$ cat config.mk
export PLATFORM = sky130hd
export DESIGN_NAME = xeng_ant_dbuf_flat
export DESIGN_NICKNAME = d
export VERILOG_FILES = /design/src/rtl/xeng_pkg.sv /design/src/rtl/xeng_ant_dbuf_if.sv /design/src/rtl/xeng_dbuf_ram.sv /design/src/rtl/xeng_ant_dbuf.sv /design/src/flat_wrapper.sv
export SDC_FILE = /design/constraint.sdc
export NUM_CORES = 1
export LEC_CHECK = 0
export BUFFER_PORTS_ARGS = -buffer_cell sky130_fd_sc_hd__clkbuf_2
export CELL_PAD_IN_SITES_DETAIL_PLACEMENT = 1
export CELL_PAD_IN_SITES_GLOBAL_PLACEMENT = 1
export CORE_AREA = 2 2 180 182
export CTS_BUF_LIST = sky130_fd_sc_hd__clkbuf_4
export CTS_CLUSTER_SIZE = 28
export DETAILED_ROUTE_END_ITERATION = 6
export DIE_AREA = 0 0 182 184
export PLACE_DENSITY = 0.75
export SLEW_MARGIN = 20
export SYNTH_ARGS = -nofsm -noshare
export SYNTH_HDL_FRONTEND = slang
export SYNTH_SLANG_ARGS = --single-unit
export TNS_END_PERCENT = 100
$ cat constraint.sdc
create_clock -name clk -period 2.9 [get_ports clk]
set_input_delay 0.145 -clock clk [delete_from_list [all_inputs] [get_ports clk]]
set_output_delay 0.145 -clock clk [all_outputs]
set_load 0.03 [all_outputs]
$ cat src/rtl/xeng_pkg.sv
// Shared X-engine types: antenna index, sample word and write-side FSM encoding.
// Default widths match a 16-antenna, 8-bit-sample build; modules size ports from their own parameters.
package xeng_pkg;

   function automatic int log2(input int value);
      int res;
      res = 0;
      for (int i = 0; i < 31; i++) begin
         if ((1 << i) < value) res = i + 1;
      end
      return res;
   endfunction

   localparam int DEF_N_ANTS     = 16;
   localparam int DEF_DATA_WIDTH = 8;
   localparam int DEF_ANT_BITS   = log2(DEF_N_ANTS);

   typedef logic [DEF_ANT_BITS-1:0]   ant_idx_t;
   typedef logic [DEF_DATA_WIDTH-1:0] sample_t;

   typedef enum logic {
      WR_IDLE = 1'b0,
      WR_FILL = 1'b1
   } wr_state_e;

endpackage

$ cat src/rtl/xeng_ant_dbuf_if.sv
// Sample-write, baseline-read and operand-output bundle of the antenna double buffer.
// master = order generator / sample source side, slave = the buffer itself.
interface xeng_ant_dbuf_if #(
   parameter int N_ANTS     = 16,
   parameter int DATA_WIDTH = 8
);
   import xeng_pkg::*;
   localparam int ANT_BITS = log2(N_ANTS);

   logic                  sync;
   logic                  din_valid;
   logic [DATA_WIDTH-1:0] din;
   logic                  rd_en;
   logic [ANT_BITS-1:0]   ant_a;
   logic [ANT_BITS-1:0]   ant_b;
   logic                  buf_sel;
   logic                  last_triangle;
   logic [DATA_WIDTH-1:0] dout_a;
   logic [DATA_WIDTH-1:0] dout_b;
   logic                  dout_valid;
   logic                  wr_bank;
   logic                  window_done;
   logic                  rd_collision;

   modport master (
      output sync, din_valid, din, rd_en, ant_a, ant_b, buf_sel, last_triangle,
      input  dout_a, dout_b, dout_valid, wr_bank, window_done, rd_collision
   );

   modport slave (
      input  sync, din_valid, din, rd_en, ant_a, ant_b, buf_sel, last_triangle,
      output dout_a, dout_b, dout_valid, wr_bank, window_done, rd_collision
   );
endinterface

$ cat src/rtl/xeng_dbuf_ram.sv
// Ping-pong sample RAM: one write port, two read-first registered read ports, depth 2*N_ANTS.
// Read data appears the edge after a read enable; no flow control, output holds when not reading.
module xeng_dbuf_ram
   import xeng_pkg::*;
#(
   parameter int N_ANTS     = 16,
   parameter int DATA_WIDTH = 8
) (
   input  logic                       clk,
   input  logic                       wr_en,
   input  logic                       wr_bank,
   input  logic [log2(N_ANTS)-1:0]    wr_addr,
   input  logic [DATA_WIDTH-1:0]      wr_dat,
   input  logic                       rd_a_en,
   input  logic                       rd_a_bank,
   input  logic [log2(N_ANTS)-1:0]    rd_a_addr,
   output logic [DATA_WIDTH-1:0]      rd_a_dat,
   input  logic                       rd_b_en,
   input  logic                       rd_b_bank,
   input  logic [log2(N_ANTS)-1:0]    rd_b_addr,
   output logic [DATA_WIDTH-1:0]      rd_b_dat
);
   localparam int DEPTH = 2 * N_ANTS;

   // One array per read port so each maps onto a plain simple-dual-port block RAM.
   logic [DATA_WIDTH-1:0] mem_a [DEPTH];
   logic [DATA_WIDTH-1:0] mem_b [DEPTH];
   logic [DATA_WIDTH-1:0] rd_a_q, rd_a_d;
   logic [DATA_WIDTH-1:0] rd_b_q, rd_b_d;

   always_ff @(posedge clk) begin
      if (wr_en) begin
         mem_a[{wr_bank, wr_addr}] <= wr_dat;
         mem_b[{wr_bank, wr_addr}] <= wr_dat;
      end
   end

   always_comb begin
      rd_a_d = rd_a_q;
      rd_b_d = rd_b_q;
      if (rd_a_en) rd_a_d = mem_a[{rd_a_bank, rd_a_addr}];
      if (rd_b_en) rd_b_d = mem_b[{rd_b_bank, rd_b_addr}];
   end

   always_ff @(posedge clk) begin
      rd_a_q <= rd_a_d;
      rd_b_q <= rd_b_d;
   end

   assign rd_a_dat = rd_a_q;
   assign rd_b_dat = rd_b_q;
endmodule

$ cat src/rtl/xeng_ant_dbuf.sv
// Double-buffered antenna sample store feeding the cross-multiply stage with A/B operands.
// Reads return 2 edges after sampling; both sides accept one beat per cycle with no backpressure.
module xeng_ant_dbuf
   import xeng_pkg::*;
#(
   parameter int N_ANTS     = 16,
   parameter int DATA_WIDTH = 8
) (
   input  logic           clk,
   input  logic           rst_n,
   xeng_ant_dbuf_if.slave bus
);
   localparam int                  ANT_BITS = log2(N_ANTS);
   localparam logic [ANT_BITS-1:0] LAST_ANT = ANT_BITS'(N_ANTS - 1);

   wr_state_e             state_q, state_d;
   logic [ANT_BITS-1:0]   wr_ant_q, wr_ant_d;
   logic                  wr_bank_q, wr_bank_d;
   logic                  window_done_q, window_done_d;
   logic                  w_vld_q, w_vld_d;
   logic                  w_bank_q, w_bank_d;
   logic [ANT_BITS-1:0]   w_addr_q, w_addr_d;
   logic [DATA_WIDTH-1:0] w_dat_q, w_dat_d;

   logic                  s1_vld_q, s1_vld_d;
   logic                  s1_bank_a_q, s1_bank_a_d;
   logic                  s1_bank_b_q, s1_bank_b_d;
   logic [ANT_BITS-1:0]   s1_addr_a_q, s1_addr_a_d;
   logic [ANT_BITS-1:0]   s1_addr_b_q, s1_addr_b_d;
   logic                  s2_vld_q, s2_vld_d;
   logic                  s2_col_q, s2_col_d;
   logic                  dout_valid_q, dout_valid_d;
   logic                  rd_collision_q, rd_collision_d;
   logic [DATA_WIDTH-1:0] dout_a_q, dout_a_d;
   logic [DATA_WIDTH-1:0] dout_b_q, dout_b_d;
   logic [DATA_WIDTH-1:0] ram_a_dat, ram_b_dat;

   // The write is staged one cycle so it meets the RAM on the same edge as a read
   // sampled alongside it, which makes same-cycle collisions read the old word.
   always_comb begin
      state_d       = state_q;
      wr_ant_d      = wr_ant_q;
      wr_bank_d     = wr_bank_q;
      window_done_d = 1'b0;
      w_vld_d       = 1'b0;
      w_bank_d      = wr_bank_q;
      w_addr_d      = wr_ant_q;
      w_dat_d       = bus.din;
      if (bus.sync) begin
         state_d   = WR_FILL;
         wr_bank_d = 1'b0;
         w_bank_d  = 1'b0;
         w_addr_d  = '0;
         w_vld_d   = bus.din_valid;
         wr_ant_d  = bus.din_valid ? ANT_BITS'(1) : '0;
      end else if (state_q == WR_FILL && bus.din_valid) begin
         w_vld_d  = 1'b1;
         wr_ant_d = wr_ant_q + ANT_BITS'(1);
         if (wr_ant_q == LAST_ANT) begin
            wr_bank_d     = ~wr_bank_q;
            window_done_d = 1'b1;
         end
      end
   end

   always_ff @(posedge clk) begin
      if (!rst_n) begin
         state_q       <= WR_IDLE;
         wr_ant_q      <= '0;
         wr_bank_q     <= 1'b0;
         window_done_q <= 1'b0;
         w_vld_q       <= 1'b0;
      end else begin
         state_q       <= state_d;
         wr_ant_q      <= wr_ant_d;
         wr_bank_q     <= wr_bank_d;
         window_done_q <= window_done_d;
         w_vld_q       <= w_vld_d;
      end
   end

   always_comb begin
      s1_vld_d       = bus.rd_en;
      s1_bank_a_d    = bus.buf_sel;
      s1_bank_b_d    = bus.buf_sel ^ bus.last_triangle;
      s1_addr_a_d    = bus.ant_a;
      s1_addr_b_d    = bus.ant_b;
      s2_vld_d       = s1_vld_q;
      s2_col_d       = s1_vld_q && w_vld_q &&
                       ((s1_bank_a_q == w_bank_q && s1_addr_a_q == w_addr_q) ||
                        (s1_bank_b_q == w_bank_q && s1_addr_b_q == w_addr_q));
      dout_valid_d   = s2_vld_q;
      rd_collision_d = s2_col_q;
      dout_a_d       = s2_vld_q ? ram_a_dat : dout_a_q;
      dout_b_d       = s2_vld_q ? ram_b_dat : dout_b_q;
   end

   always_ff @(posedge clk) begin
      if (!rst_n) begin
         s1_vld_q       <= 1'b0;
         s2_vld_q       <= 1'b0;
         s2_col_q       <= 1'b0;
         dout_valid_q   <= 1'b0;
         rd_collision_q <= 1'b0;
         dout_a_q       <= '0;
         dout_b_q       <= '0;
      end else begin
         s1_vld_q       <= s1_vld_d;
         s2_vld_q       <= s2_vld_d;
         s2_col_q       <= s2_col_d;
         dout_valid_q   <= dout_valid_d;
         rd_collision_q <= rd_collision_d;
         dout_a_q       <= dout_a_d;
         dout_b_q       <= dout_b_d;
      end
   end

   always_ff @(posedge clk) begin
      w_bank_q    <= w_bank_d;
      w_addr_q    <= w_addr_d;
      w_dat_q     <= w_dat_d;
      s1_bank_a_q <= s1_bank_a_d;
      s1_bank_b_q <= s1_bank_b_d;
      s1_addr_a_q <= s1_addr_a_d;
      s1_addr_b_q <= s1_addr_b_d;
   end

   xeng_dbuf_ram #(
      .N_ANTS     (N_ANTS),
      .DATA_WIDTH (DATA_WIDTH)
   ) u_ram (
      .clk       (clk),
      .wr_en     (w_vld_q),
      .wr_bank   (w_bank_q),
      .wr_addr   (w_addr_q),
      .wr_dat    (w_dat_q),
      .rd_a_en   (s1_vld_q),
      .rd_a_bank (s1_bank_a_q),
      .rd_a_addr (s1_addr_a_q),
      .rd_a_dat  (ram_a_dat),
      .rd_b_en   (s1_vld_q),
      .rd_b_bank (s1_bank_b_q),
      .rd_b_addr (s1_addr_b_q),
      .rd_b_dat  (ram_b_dat)
   );

   assign bus.dout_a       = dout_a_q;
   assign bus.dout_b       = dout_b_q;
   assign bus.dout_valid   = dout_valid_q;
   assign bus.wr_bank      = wr_bank_q;
   assign bus.window_done  = window_done_q;
   assign bus.rd_collision = rd_collision_q;
endmodule

$ cat src/flat_wrapper.sv
// flat-port wrapper written by rule: the top's interface ports become plain ports
module xeng_ant_dbuf_flat import xeng_pkg::*;
#(
   parameter int N_ANTS     = 16,
   parameter int DATA_WIDTH = 8
)
  (clk, rst_n, bus_sync, bus_din_valid, bus_din, bus_rd_en, bus_ant_a, bus_ant_b, bus_buf_sel, bus_last_triangle, bus_dout_a, bus_dout_b, bus_dout_valid, bus_wr_bank, bus_window_done, bus_rd_collision);
  xeng_ant_dbuf_if #(.N_ANTS(N_ANTS), .DATA_WIDTH(DATA_WIDTH)) bus_i ();
  input  logic clk;
  input  logic rst_n;
  input wire logic [$bits(bus_i.sync)-1:0] bus_sync;
  input wire logic [$bits(bus_i.din_valid)-1:0] bus_din_valid;
  input wire logic [$bits(bus_i.din)-1:0] bus_din;
  input wire logic [$bits(bus_i.rd_en)-1:0] bus_rd_en;
  input wire logic [$bits(bus_i.ant_a)-1:0] bus_ant_a;
  input wire logic [$bits(bus_i.ant_b)-1:0] bus_ant_b;
  input wire logic [$bits(bus_i.buf_sel)-1:0] bus_buf_sel;
  input wire logic [$bits(bus_i.last_triangle)-1:0] bus_last_triangle;
  output wire logic [$bits(bus_i.dout_a)-1:0] bus_dout_a;
  output wire logic [$bits(bus_i.dout_b)-1:0] bus_dout_b;
  output wire logic [$bits(bus_i.dout_valid)-1:0] bus_dout_valid;
  output wire logic [$bits(bus_i.wr_bank)-1:0] bus_wr_bank;
  output wire logic [$bits(bus_i.window_done)-1:0] bus_window_done;
  output wire logic [$bits(bus_i.rd_collision)-1:0] bus_rd_collision;
  assign bus_i.sync = bus_sync;
  assign bus_i.din_valid = bus_din_valid;
  assign bus_i.din = bus_din;
  assign bus_i.rd_en = bus_rd_en;
  assign bus_i.ant_a = bus_ant_a;
  assign bus_i.ant_b = bus_ant_b;
  assign bus_i.buf_sel = bus_buf_sel;
  assign bus_i.last_triangle = bus_last_triangle;
  assign bus_dout_a = bus_i.dout_a;
  assign bus_dout_b = bus_i.dout_b;
  assign bus_dout_valid = bus_i.dout_valid;
  assign bus_wr_bank = bus_i.wr_bank;
  assign bus_window_done = bus_i.window_done;
  assign bus_rd_collision = bus_i.rd_collision;
  xeng_ant_dbuf #(.N_ANTS(N_ANTS), .DATA_WIDTH(DATA_WIDTH)) u_core (.clk(clk), .rst_n(rst_n), .bus(bus_i));
endmodule
* Yosys cells after proc, flatten, opt, wreduce, memory -nomap -nowiden
Memory sizes are Yosys's and may differ from the RTL's. A register that Yosys moved wholly into a read port is not among the register bits.
Cells that the tools add are included.
** Word-level totals
- Bits in registers :: 52
- Latch bits :: 0
- RAM bits :: 512
- Memory bits (read-only) :: 0
- Input port bits :: 23
- Output and inout port bits :: 20
- Logic and storage cells :: 49
- Memories kept :: 2
** Memory list
- u_core.u_ram.mem_a :: depth 32, width 8, rd ports 1, clocked after Yosys merged registers in 1, write ports 1, RTL line xeng_dbuf_ram.sv:26 : logic [DATA_WIDTH-1:0] mem_a [DEPTH];
- u_core.u_ram.mem_b :: depth 32, width 8, rd ports 1, clocked after Yosys merged registers in 1, write ports 1, RTL line xeng_dbuf_ram.sv:27 : logic [DATA_WIDTH-1:0] mem_b [DEPTH];
** Cells by class
- Add/sub/neg operators :: 1
- Multiply operators :: 0
- Divide/modulo/power cells :: 0
- Order comparisons :: 0
- Equality and inequality tests :: 5
- Shift operators :: 0
- Mux-type cells :: 8
- Bitwise gates (word level) :: 4
- Reduce and logical (&&, ||, !) cells :: 10
** Operators by type and width (count)
- 4-bit == test :: 2
- 4-bit two-way mux :: 2
- 1-bit two-way mux :: 6
- 1-bit logical AND :: 5
- 4-bit by 1-bit adder with 4-bit output, second input constant :: 1
- 4-bit == test, second input constant :: 1
- 1-bit NOT :: 3
- 3-bit OR reduction :: 1
- 1-bit == test :: 2
- 2-bit AND reduction :: 1
- 2-bit nonzero test :: 1
- 2-bit OR reduction :: 1
- 1-bit logical OR :: 1
- 1-bit bitwise XOR :: 1

* Logic depth before layout (Yosys ltp)
Gate-level depths: netlist (run 1).
- Word-level depth :: 4
- Gate-level depth with buffers :: 6
- Depth with buffers taken out :: 4

* Hierarchy
Synthesis (run 1) repeated with hierarchy kept, for this count alone.
** Second synthesis, totals
- Cells, all modules :: 669
- Area, all modules :: 14019.7 µm²
** Modules (own cells, without submodules)
- xeng_dbuf_ram :: instances 1, cells each 533, area an instance 12366.9 µm², sequential area each 8167.8 µm²
- xeng_ant_dbuf :: instances 1, cells each 136, area an instance 1652.8 µm², sequential area each 1041.0 µm²

* Least setup slack after synthesis (run 1)
Ideal clock, no wire load.
- Path kind :: flip-flop to flip-flop
- From :: reg u_core.s1_addr_a_q[2]
- To :: reg u_core.u_ram.rd_a_q[0] (netlist: u_core.u_ram.rd_a_dat[0]) (read register of u_core.u_ram.mem_a) (data pin)
- Setup time :: 0.260 ns
- Arrival :: 2.063 ns
- Required time :: 2.640 ns
- Setup slack :: 0.577 ns
- Cell stages (with the launch flop) :: 6
- Path buffers :: 2
- Clock period less this slack :: 2.323 ns
- Path through :: dfxtp_1 clkbuf_1 clkbuf_1 mux4_2 mux4_2 mux2_2
** RTL lines
- start: declaration :: RTL line xeng_ant_dbuf.sv:28 : logic [ANT_BITS-1:0] s1_addr_a_q, s1_addr_a_d;
- start signal: assignment :: RTL line xeng_ant_dbuf.sv:124 : s1_addr_a_q <= s1_addr_a_d;
- end: declaration :: RTL line xeng_dbuf_ram.sv:28 : logic [DATA_WIDTH-1:0] rd_a_q, rd_a_d;

==> impl_metrics.csv, run 1 <==
group,metric,value,unit
run_status,outcome,"completed",
pwr,clockPowerShare,41.1,%
worst_setup_path,r2r_cells,4,
worst_setup_path,cp.required,3350,ps
pwr,intPower,0.00764,W
run,drv_cap,0,
synth,syn_avg_cell_area,20.8,um^2
place,io_buffers,42,
synth,synthTopCellsByCount,"edfxtp_1, mux4_2, dfxtp_1",
pwr,power.density,608,mW/mm^2
worst_setup_path,crit_top_cell,"mux4_2",
timing,tns,0,ps
grt,grt-busiest-layer,"met2",
timing,grt_setup_unrepaired,"no",
floorplanning,die_h,184,um
timing,fin_crit_sh,87.4,%
cts,cts_tree,"yes",
routing,post-route-drc-count,0,
synth,ys_warn_count,0,
cts,root_buffer,"clkbuf_4",
timing,relSlewSlack,26.9,%
pwr,irDropWorstVdd,0.234,mV
synth,synthFlopType,"edfxtp_1",
cts,clkLatencyLatePin,730,ps
floorplanning,die_w,182,um
grt,track_usage,22.8,%
pwr,comb_power_share,6.6,%
cts,clockBufferDepth,3,
floorplanning,die_area,0.0335,mm^2
grt,grtUsageMet3,5.03,%
worst_setup_path,crit_path_end_kind,"flip-flop",
worst_setup_path,crit_chain,"buf_4 > mux4_2 > mux4_2 > mux2_2",
floorplanning,core,0.0314,mm^2
synth,yosysMostFrequentCell,"edfxtp_1",
pwr,p_sw_share,22.9,%
floorplanning,placement_rows,65,
worst_setup_path,slowest_stage,"dfxtp_2",
pwr,switchingPower,0.00227,W
floorplanning,num_io_pins,43,
synth,yosys.area.top_type_share,58.3,%
grt,grt_first_pass_wirelength,54.9,mm
pwr,p_seq_share,52.4,%
synth,async_reset_ff_share,0,%
cts,cts_made_buffers,81,
timing,slew_violations,0,
synth,synth-edff-count,272,
worst_hold_path,min_path_type,"primary input to flip-flop",
worst_setup_path,crit_path_start_kind,"flip-flop",
grt,use_met2,38.2,%
cells_and_area,layout.nets,847,
grt,antenna_found_initial,1,
synth,synth_nets,698,
place,placed_area,0.0149,mm^2
cells_and_area,fin_area,0.0163,mm^2
synth,netlist_instances,674,
worst_setup_path,cp_max_fo,18,
worst_setup_path,critPathMaxStageDelay,730,ps
floorplanning,start_util,44.6,%
synth,synth.area.top_cells,"edfxtp_1, mux4_2, dfxtp_1",
synth,yosysUniqueCellTypes,28,
cts,path_clk_slew,70,ps
cts,cts_sinks,324,
cells_and_area,drive_gt1_share,46.3,%
synth,ys_seq_elements,324,
routing,totalWireLength,36.7,mm
worst_setup_path,crit_arrival,2980,ps
grt,grt_overflow_total,0,
routing,firstDrtPassIters,5,
routing,ant_nets,0,
synth,syn_area,0.0140,mm^2
place,gp_congestion,0.839,
synth,ys_seq_area_share,65.7,%
cts,cts_setup_buffers,0,
routing,vias,7730,
timing,tightest_slew,1090,ps
pwr,p_leak,5.39,nW
timing,finClkSkew,55.4,ps
routing,drt-initial-drc-count,869,
routing,via_per_inst,5.99,
cts,cts_max_level,3,
grt,use_met1,29.8,%
worst_hold_path,min_delay_path_depth,2,
timing,setup_viol,0,
place,hpwl,23.9,mm
routing,wl_per_cell,28.4,um
grt,grt_pass1_vias,8488,
synth,synth.largest_area_cell,"edfxtp_1",
timing,fmax,395,MHz
grt,grt_max_degree,41,
timing,post-route-min-period,2530,ps
worst_setup_path,crit_type,"flip-flop to flip-flop",
cells_and_area,area_delta_synth_final,16.3,%
timing,final_hold_viol_count,0,
==> worst max-delay path: cells and delay by family, from the launching register on <==
family | cells | cell delay, ps
multiplexers | 3 | 1230
buffers and inverters | 1 | 320
flip-flops | 1 | 730
==> per-layer routing <==
layer  vias to the layer above  part of all wire (%)
met1                      4080                    40
met2                       410                    50
met4                         0                   2.3
met5                         -                     0
met3                        61                   8.1
li1                       3179                     -
==> state kept, by name (all words and copies together), names as in the netlist <==
register	cells
u_core.bus.rd_collision	1
u_core.state_q	1
u_core.s1_bank_a_q	1
u_core.w_bank_q	1
u_core.wr_ant_q	4
u_core.s1_vld_q	1
u_core.bus.wr_bank	1
u_core.w_addr_q	4
u_core.u_ram.rd_b_dat	8
u_core.u_ram.rd_a_dat	8
u_core.u_ram.mem_b	248
u_core.w_vld_q	1
u_core.bus.window_done	1
u_core.bus.dout_b	8
u_core.bus.dout_a	8
u_core.dout_valid_d	1
u_core.rd_collision_d	1
u_core.s1_addr_b_q	4
u_core.u_ram.mem_a	8
u_core.s1_bank_b_q	1
u_core.bus.dout_valid	1
u_core.w_dat_q	8
u_core.s1_addr_a_q	4
==> layout make-up <==
type	count	area [um^2]
Fill cell	2874	15100
Antenna cell	1	2.50
Sequential cell	324	9230
Clock inverter	25	189
Timing Repair Buffer	114	898
Multi-Input combinational cell	302	4570
Tap cell	402	503
Clock buffer	122	916
==> what timing repair did <==
action / in CTS / in global routing
hold buffers: 24 / 0
hold endpoints to repair: 51 / 0
gates resized for setup: 0 / 0
==> placed cells by master (no fill, tap or decap), types with 22 or more instances in the layout <==
| cell | n |
|---|---|
| clkbuf_4 | 122 |
| dfxtp_1 | 42 |
| dlygate4sd3_1 | 24 |
| nor2b_1 | 22 |
| mux4_2 | 160 |
| edfxtp_1 | 272 |
| buf_4 | 41 |
| nor2_1 | 37 |
| clkbuf_2 | 42 |
==> stage by stage <==
stage	worst slack (ps)	hold WS (ps)	instances	util, %	power [W]
5_1_grt	319	26.3	1290	51.9	0.0103
2_1_floorplan	577	173	674	-	0.00568
4_1_cts	360	9.05	1289	51.9	0.0100
3_3_place_gp	365	248	1118	47.6	0.00590
6_report	366	63.5	1290	51.9	0.00991
3_5_place_dp	366	250	1118	47.6	0.00592
==> power by group through the flow <==
stage | logic (W) | registers, W | clock network (W)
after floorplan | 0.000433 | 0.00525 | 0
after global placement | 0.000611 | 0.00529 | 0
after detailed placement | 0.000626 | 0.00530 | 0
after CTS | 0.000655 | 0.00519 | 0.00416
after global routing | 0.000682 | 0.00520 | 0.00440
final | 0.000650 | 0.00519 | 0.00407
==> final timing paths <==
| kind | from | to | slack [ps] |
|---|---|---|---|
| max | u_core.s1_addr_b_q[2] | u_core.u_ram.rd_b_dat[6] | 370 |
| min | bus_din[0] | u_core.w_dat_q[0] | 60 |
| max reg2reg | u_core.s1_addr_b_q[2] | u_core.u_ram.rd_b_dat[6] | 370 |
| min reg2reg | u_core.rd_collision_d | u_core.bus.rd_collision | 450 |
==> kinds of logic (layout without fill, tap and decap cells) <==
family | after synthesis | in the layout | share of synthesized area [%]
buf+inv | 48 | 261 | 1.70
simple gates | 90 | 90 | 3.28
flops | 324 | 324 | 65.7
fa+ha+maj | 1 | 1 | 0.0893
compound gates | 5 | 5 | 0.214
xor+xnor | 14 | 14 | 0.875
mux | 192 | 192 | 28.1
other cells | 0 | 1 | 0
Power figures use the tool's default switching activity.
==> run 2: changes to the inputs <==
--- a/config.mk
+++ b/config.mk
@@ -13,7 +13,8 @@
 export CTS_CLUSTER_SIZE = 28
 export DETAILED_ROUTE_END_ITERATION = 6
 export DIE_AREA = 0 0 182 184
-export PLACE_DENSITY = 0.75
+export PLACE_DENSITY_LB_ADDON = 0.1
+export REMOVE_ABC_BUFFERS = 1
 export SLEW_MARGIN = 20
 export SYNTH_ARGS = -nofsm -noshare
 export SYNTH_HDL_FRONTEND = slang
==> impl_metrics.csv, run 2 (synthesized netlist as in run 1, its figures left out) <==
group,metric,value,unit
cells_and_area,layout_common_cells,"edfxtp_1, mux4_2, clkbuf_4",
timing,setup_slack,529,ps
floorplanning,num_io_pins,43,
pwr,clockPowerShare,41.8,%
cts,cts_made_buffers,86,
timing,slew_violations,0,
worst_setup_path,crit_family,"multiplexers",
floorplanning,die_w,182,um
routing,wl_per_cell,28.1,um
cts,clockBufferDepth,3,
worst_setup_path,crit_path_end_kind,"flip-flop",
routing,ant_nets,0,
grt,grt_max_degree,66,
cells_and_area,largest_register,"u_core.u_ram.mem_b",
pwr,p_leak,5.48,nW
floorplanning,placement_rows,65,
place,placed_area,0.0150,mm^2
cts,cts_max_level,3,
grt,track_usage,23.0,%
timing,grt_setup_unrepaired,"no",
cts,cts_resized,0,
cts,cts_setup_buffers,0,
worst_setup_path,slowest_stage,"mux4_2",
worst_setup_path,crit_top_cell,"mux4_2",
cells_and_area,fin_area,0.0164,mm^2
timing,finClkSkew,51.9,ps
cells_and_area,final-instance-count-excl-fill,1311,
worst_setup_path,timing.rr.end,"u_core.u_ram.rd_a_dat[2]",
grt,grt_overflow_total,0,
place,gp_congestion,0.792,
pwr,intPower,0.00775,W
cts,cts_tree,"yes",
pwr,p_sw_share,22.7,%
cells_and_area,layout.nets,858,
worst_setup_path,reg2reg_from,"u_core.s1_addr_a_q[1]",
worst_setup_path,cp_max_fo,29,
pwr,power.total,0.0100,W
timing,fmax,422,MHz
cells_and_area,area_delta_synth_final,17.1,%
pwr,irDropWorstVdd,0.229,mV
cells_and_area,multi_input_area,0.00457,mm^2
floorplanning,start_util,44.6,%
worst_setup_path,r2r_cells,4,
routing,totalWireLength,36.8,mm
pwr,comb_power_share,6.5,%
cts,root_buffer,"clkbuf_4",
timing,final_hold_viol_count,0,
floorplanning,die_area,0.0335,mm^2
worst_setup_path,critPathMaxStageDelay,580,ps
cells_and_area,drive_gt1_share,47.7,%
place,hpwl,22.7,mm
grt,grt_first_pass_wirelength,54.5,mm
worst_hold_path,hold_end,"u_core.s1_addr_b_q[3]",
grt,grt_pass1_vias,8401,
floorplanning,core,0.0314,mm^2
routing,via_per_inst,5.84,
timing,fin_crit_sh,81.8,%
place,dp_slack,468,ps
pwr,p_seq_share,51.7,%
routing,post-route-drc-count,0,
cts,clkLatencyLatePin,740,ps
worst_hold_path,min_path_type,"primary input to flip-flop",
grt,antenna_found_initial,4,
worst_setup_path,crit_chain,"buf_12 > mux4_2 > mux4_2 > mux2_2",
routing,drt-initial-drc-count,663,
worst_setup_path,worst-path-buf-inv,1,
timing,tightest_slew,697,ps
routing,vias,7658,
cells_and_area,nFillCells,2897,
cells_and_area,final_common_cell,"edfxtp_1",
timing,relSlewSlack,53.5,%
worst_setup_path,crit_type,"flip-flop to flip-flop",
worst_setup_path,crit_path_start_kind,"flip-flop",
timing,setup_viol,0,
floorplanning,die_h,184,um
pwr,power.density,611,mW/mm^2
run,drv_cap,0,
worst_hold_path,hp-start,"bus_ant_b[3]",
run_status,outcome,"completed",
cells_and_area,largest_reg_flops,248,
cells_and_area,seq_area,0.00923,mm^2
cts,cts_sinks,324,
routing,firstDrtPassIters,4,
cells_and_area,finish.utilization,52.3,%
worst_setup_path,crit_arrival,2870,ps
place,io_buffers,42,
timing,post-route-min-period,2370,ps
pwr,switchingPower,0.00228,W
worst_setup_path,cp.required,3390,ps
place,dpl.cell_count,1121,
worst_setup_path,timing.reg2reg.setup_slack,530,ps
cts,path_clk_slew,70,ps
worst_hold_path,min_delay_path_depth,2,
## run 2: cell count changes in the layout (fill, tap and decap cells not counted), moves of 2 or more
cell,delta
bufinv_16,-2
inv_2,+2
buf_4,+4
dlygate4sd3_1,+3
clkinvlp_4,-2
diode_2,+2
clkinv_1,-4
clkbuf_4,+21
## run 2: worst max-delay path by stage
stage / startpoint / to / slack, ps / cells past startpoint
global route: u_core.s1_addr_b_q[1] / u_core.u_ram.rd_b_dat[0] / 450 / 4
CTS: u_core.s1_addr_b_q[1] / u_core.u_ram.rd_b_dat[0] / 460 / 4
global placement: u_core.s1_addr_b_q[1] / u_core.u_ram.rd_b_dat[0] / 480 / 4
detailed placement: u_core.s1_addr_b_q[1] / u_core.u_ram.rd_b_dat[0] / 470 / 4
finish: u_core.s1_addr_a_q[1] / u_core.u_ram.rd_a_dat[2] / 530 / 4
floorplan: u_core.s1_addr_a_q[1] / u_core.u_ram.rd_a_dat[0] / -1440 / 3
## run 2: through the flow
| step | hold WS (ps) | setup TNS (ps) |
|---|---|---|
| after CTS | 6.30 | 0 |
| after detailed placement | 250 | 0 |
| after floorplan | 173 | -23520 |
| after global routing | 13.9 | 0 |
| final | 64.3 | 0 |
| after global placement | 247 | 0 |
## run 2: layout make-up
cell class / count / share of cell area (%)
well taps: 402 / 3.06
multi-input cells: 302 / 27.8
repair buffers: 120 / 5.72
clock inverters: 17 / 0.564
clock buffers: 143 / 6.54
diodes: 3 / 0.0457
flip-flops and latches: 324 / 56.2
## run 2: power groups by stage
stage / Combinational [W] / Clock (W) / Sequential, W
2_1_floorplan: 0.000339 / 0 / 0.00534
5_1_grt: 0.000693 / 0.00457 / 0.00519
3_5_place_dp: 0.000632 / 0 / 0.00528
3_3_place_gp: 0.000624 / 0 / 0.00528
6_report: 0.000651 / 0.00419 / 0.00518
4_1_cts: 0.000661 / 0.00432 / 0.00518
## run 2: per-layer routing
| metal | track usage [%] | share of wire (%) |
|---|---|---|
| met5 | 0 | 0 |
| met4 | 9.71 | 3.1 |
| met3 | 6.02 | 6.9 |
| met2 | 36.1 | 48 |
| met1 | 30.6 | 42 |
## run 2: repair_timing
item | 4_1_cts | 5_1_grt
hold buffers | 27 | 0
endpoints found under the hold margin | 44 | 0
endpoints found under the setup margin | 0 | 0
